`src/rtl/imem_loader.sv`:
```
// Boot-time instruction memory loader: receives a length/payload/checksum frame
// over valid/ready, writes the payload sequentially and releases the CPU stall on a verified image.
module imem_loader #(
  parameter int DataWidth = 16,
  parameter int AddrBits  = 16,
  parameter int BaseAddr  = 0
) (
  input  logic                 Clk,
  input  logic                 Reset_n,
  input  logic                 Start,
  input  logic                 InValid,
  input  logic [DataWidth-1:0] InData,
  output logic                 InReady,
  output logic                 WriteEn,
  output logic [AddrBits-1:0]  WriteAddr,
  output logic [DataWidth-1:0] WriteData,
  output logic                 Busy,
  output logic                 Done,
  output logic                 Error,
  output logic                 CpuStall,
  output logic [AddrBits-1:0]  WordCount
);

  typedef enum logic [2:0] {
    S_IDLE,
    S_HEADER,
    S_LOAD,
    S_CHECK,
    S_DONE,
    S_ERROR
  } state_t;

  // Fit check needs one bit more than either operand so 2^AddrBits is representable.
  localparam int CW = ((DataWidth > AddrBits) ? DataWidth : AddrBits) + 1;
  localparam logic [CW-1:0]       FIT_MAX = (CW'(1) << AddrBits) - CW'(BaseAddr);
  localparam logic [AddrBits-1:0] BASE    = AddrBits'(BaseAddr);

  state_t               state, state_nxt;
  logic [DataWidth-1:0] remaining;
  logic [DataWidth-1:0] sum;
  logic [AddrBits-1:0]  ptr;
  logic                 xfer;
  logic                 start_ok;
  logic                 fits;

  assign xfer     = InValid && InReady;
  assign fits     = CW'(InData) <= FIT_MAX;
  assign start_ok = Start && ((state == S_IDLE) || (state == S_DONE) || (state == S_ERROR));

  always_comb begin
    InReady  = 1'b0;
    Busy     = 1'b0;
    Done     = 1'b0;
    Error    = 1'b0;
    CpuStall = 1'b1;
    case (state)
      S_HEADER, S_LOAD, S_CHECK: begin
        InReady = 1'b1;
        Busy    = 1'b1;
      end
      S_DONE: begin
        Done     = 1'b1;
        CpuStall = 1'b0;
      end
      S_ERROR: Error = 1'b1;
      default: ;
    endcase
  end

  always_comb begin
    state_nxt = state;
    case (state)
      S_IDLE, S_DONE, S_ERROR: if (Start) state_nxt = S_HEADER;
      S_HEADER: begin
        if (xfer) begin
          if (InData == '0)  state_nxt = S_CHECK;
          else if (!fits)    state_nxt = S_ERROR;
          else               state_nxt = S_LOAD;
        end
      end
      S_LOAD:  if (xfer && (remaining == DataWidth'(1))) state_nxt = S_CHECK;
      S_CHECK: if (xfer) state_nxt = (InData == sum) ? S_DONE : S_ERROR;
      default: state_nxt = S_IDLE;
    endcase
  end

  // Control and externally visible registers
  always_ff @(posedge Clk) begin
    if (!Reset_n) begin
      state     <= S_IDLE;
      WriteEn   <= 1'b0;
      WriteAddr <= BASE;
      WriteData <= '0;
      WordCount <= '0;
    end else begin
      state   <= state_nxt;
      WriteEn <= 1'b0;
      if (start_ok) WordCount <= '0;
      if ((state == S_LOAD) && xfer) begin
        WriteEn   <= 1'b1;
        WriteAddr <= ptr;
        WriteData <= InData;
        WordCount <= WordCount + AddrBits'(1);
      end
    end
  end

  // Datapath: pointer, countdown and running checksum
  always_ff @(posedge Clk) begin
    if (start_ok) sum <= '0;
    if ((state == S_HEADER) && xfer) begin
      remaining <= InData;
      ptr       <= BASE;
    end
    if ((state == S_LOAD) && xfer) begin
      sum       <= sum + InData;
      ptr       <= ptr + AddrBits'(1);
      remaining <= remaining - DataWidth'(1);
    end
  end

endmodule

```
`config.mk`:
```
export PLATFORM = sky130hd
export DESIGN_NAME = imem_loader
export DESIGN_NICKNAME = d
export VERILOG_FILES = /design/src/rtl/imem_loader.sv
export SDC_FILE = /design/constraint.sdc
export NUM_CORES = 1
export LEC_CHECK = 0
export BUFFER_PORTS_ARGS = -buffer_cell sky130_fd_sc_hd__clkbuf_2
export CAP_MARGIN = 10
export CORE_MARGIN = 2
export CORE_UTILIZATION = 40
export DETAILED_ROUTE_END_ITERATION = 12
export GPL_TIMING_DRIVEN = 1
export PLACE_DENSITY = 0.73
export REMOVE_ABC_BUFFERS = 1
export SLEW_MARGIN = 20
export SYNTH_ARGS = -nofsm -noshare
export SYNTH_HDL_FRONTEND = slang
export SYNTH_SLANG_ARGS = --single-unit
export TNS_END_PERCENT = 100
```
`constraint.sdc`:
```
create_clock -name Clk -period 2.2 [get_ports Clk]
set_input_delay 0.33 -clock Clk [delete_from_list [all_inputs] [get_ports Clk]]
set_output_delay 0.33 -clock Clk [all_outputs]
set_load 0.1 [all_outputs]
```
==> results.md <==
- # port buffers: 73
- Die ar.: 0.0140 mm^2
- Setup tns final: 0 ns
- End of the critical path: sum[10]
- Synth warn: 0
- CTS sink cnt: 100
- Synth area leader: edfxtp_1
- Register area: 0.00248 mm^2
- Critical R2R Launch: sum[0]
- Slew of the pin with the lowest slew margin: 0.731 ns
- Final setup fails: 0
- DR DRC count: 0
- Crit-path max FO: 4
- GPL Wtd Cong: 0.899
- Multi-input logic area: 0.00261 mm^2
- Routed WL: 12,800 um
- Total GRT Usage: 0.189
- Worst min path class: in -> reg
- Period minus WS final: 2.16 ns
- Reg2Reg Setup Slack: 0.04 ns
- Setup slack of the critical path after layout: 0.0400 ns
- RSZ-0062 raised after global routing: true
- Clock slew seen by the registers of the worst setup and hold paths: 0.07 ns
- Mapped Cells: 571
- Slew Limit Fails: 0
- I/O Pins: 74
- Clk Latency, worst-skew pair: 0.35 ns
- Root Buffer: clkbuf_16
- Initial antenna violation count: 1
- Worst R2R Path Depth: 7
- Area Overhead vs Synth: 20.7%
- Final period utilization: 0.982
- Row Count: 41
- Synth top area share: 0.277
- Setup crit start kind: flip-flop
- Sequential area share after synthesis: 0.476
- CTS H-tree depth: 3
- Share of layout cells above drive strength 1: 0.215
- Dpl hpwl: 9180 um
- DIE HEIGHT: 118 um
- Initial core utilization: 0.411
- Remaining Overflow, GRT: 0
- Synth Cell Area: 0.00521 mm^2
- Vias in the first global route: 4,321
- Syn_area_per_cell: 9.12 um^2
- PwrDens: 740 mW/mm^2
- Cell area after layout: 0.00629 mm^2
- Final ANT Viol Nets: 0
- First-pass iteration count of the detailed router: 4
- Initial DRC count: 261
- Cell Area, Placed: 0.00598 mm^2
- Max-cap violations: 0
- Synthesized flop and latch total: 100
- Critical Path AT: 2.26 ns
- R2r endpoint: sum[10]
- Critical path origin: sum[0]
- Core area: 0.0127 mm^2
- Critical Path RT: 2.30 ns
- First-pass GRT wire length: 21,400 um
- Synth Flop Type: dfxtp_1
- Vias/cell: 5.34
- Critical Path Sink Type: flip-flop
- P_leak: 2.39 nW
- Largest cells by area after synthesis: edfxtp_1 28%, dfxtp_1 20%, nand2_1 7.9%
- Status: finished, final reports clean
- Hold wc startpoint: InData[13]
- Routed len/inst: 15.2 um
- Worst slew margin: 0.512
- Clk buf depth: 2
- Hold depth: 3
- NumNets Final: 701
- Max VDD drop: 545 uV
- Pin count of the biggest net entering global routing: 62
- Final hold vios: 0
- Count leader, synth: nand2_1
- Ys async rst share: 0
- DR vias: 4,477
- CTS tree: done
- Synth unique cells: 61
- Clk_skew: 0.00615 ns
- CTS buffer count: 9
- Max Freq: 463 MHz
- Post-synth EDFFs: 48
- Worst slack, placed: -0.320 ns
- Horiz. Die Dim: 118 um
- Filler cells: 1,182
- Synth cell count leaders: 110 x nand2_1, 59 x a21oi_1, 52 x dfxtp_1
- CP Class: reg -> reg
## how the worst min path moves through the flow
stage | to | slack [ns]
floorplan | WordCount[10] | 0.46
global placement | WriteData[8] | 0.44
detailed placement | WriteData[8] | 0.45
CTS | WriteData[13] | 0.24
global route | WriteData[0] | 0.26
finish | WriteData[13] | 0.25
## metal layers
layer | vias up | wire, um | global-route usage
li1 | 2208 | - | -
met1 | 2130 | 5640 | 0.238
met2 | 114 | 6260 | 0.306
met3 | 25 | 539 | 0.0441
met4 | 0 | 360 | 0.0873
met5 | - | 0 | 0
## timing repair
item,CTS,global route
setup buffers,0,1
resized for setup,3,4
endpoints found under the setup margin,4,7
pin swaps,3,0
hold buffers,0,0
endpoints found under the hold margin,0,0
## flip-flops by register name (all words and copies together), names as in the netlist
name and cells:
WriteData 16, WriteAddr 16, ptr 16, WordCount 16
WriteEn 1, state 3, sum 16, remaining 16
## critical path, stage by stage, from the launching register on
cell and delay [ns]:
edfxtp_1 0.39, ha_2 0.20, fa_2 0.34, a21o_1 0.20
a311o_1 0.35, a41oi_2 0.21, xor2_1 0.18, nor2_1 0.05
## metrics by stage
step | instances | util | hold slack (ns) | total power [mW]
after floorplan | 544 | - | 0.463 | 2.86
after global placement | 821 | 0.472 | 0.443 | 3.15
after detailed placement | 821 | 0.472 | 0.447 | 3.18
after CTS | 837 | 0.494 | 0.242 | 4.69
after global routing | 839 | 0.496 | 0.261 | 4.86
final | 839 | 0.496 | 0.252 | 4.66
## cells by family (layout without fill, tap and decap cells)
family          after synthesis  after routing  synth area share
fa+ha+maj                    20             20            0.0495
xor+xnor                     37             37            0.0622
compound gates              125            125             0.140
simple gates                243            243             0.227
other cells                   0              1                 0
flops                       100            100             0.476
mux                           6              6            0.0122
buf+inv                      40            135            0.0319
## area by class of cell
| class | count | area share |
|---|---|---|
| diodes | 1 | 0.000398 |
| clock buffers | 9 | 0.0358 |
| clock inverters | 7 | 0.00796 |
| inverters | 13 | 0.00776 |
| multi-input cells | 431 | 0.416 |
| flip-flops and latches | 100 | 0.395 |
| well taps | 172 | 0.0342 |
| repair buffers | 106 | 0.103 |
## power by group
part | switching, mW | total [mW] | internal (mW)
sequential | 0.0850 | 2.17 | 2.08
clock | 0.728 | 1.50 | 0.771
combinational | 0.657 | 0.991 | 0.334
total | 1.47 | 4.66 | 3.19
## placed cells by master, fill, tap and decap left out, types with 18 or more instances in the layout
cell,n
nand3_1,26
nand2_1,110
buf_4,30
edfxtp_1,48
a21oi_1,58
o21ai_0,20
dfxtp_1,52
clkbuf_2,72
xnor2_1,21
ha_1,18
nor2_1,46
(Power assumes the default switching activity.)
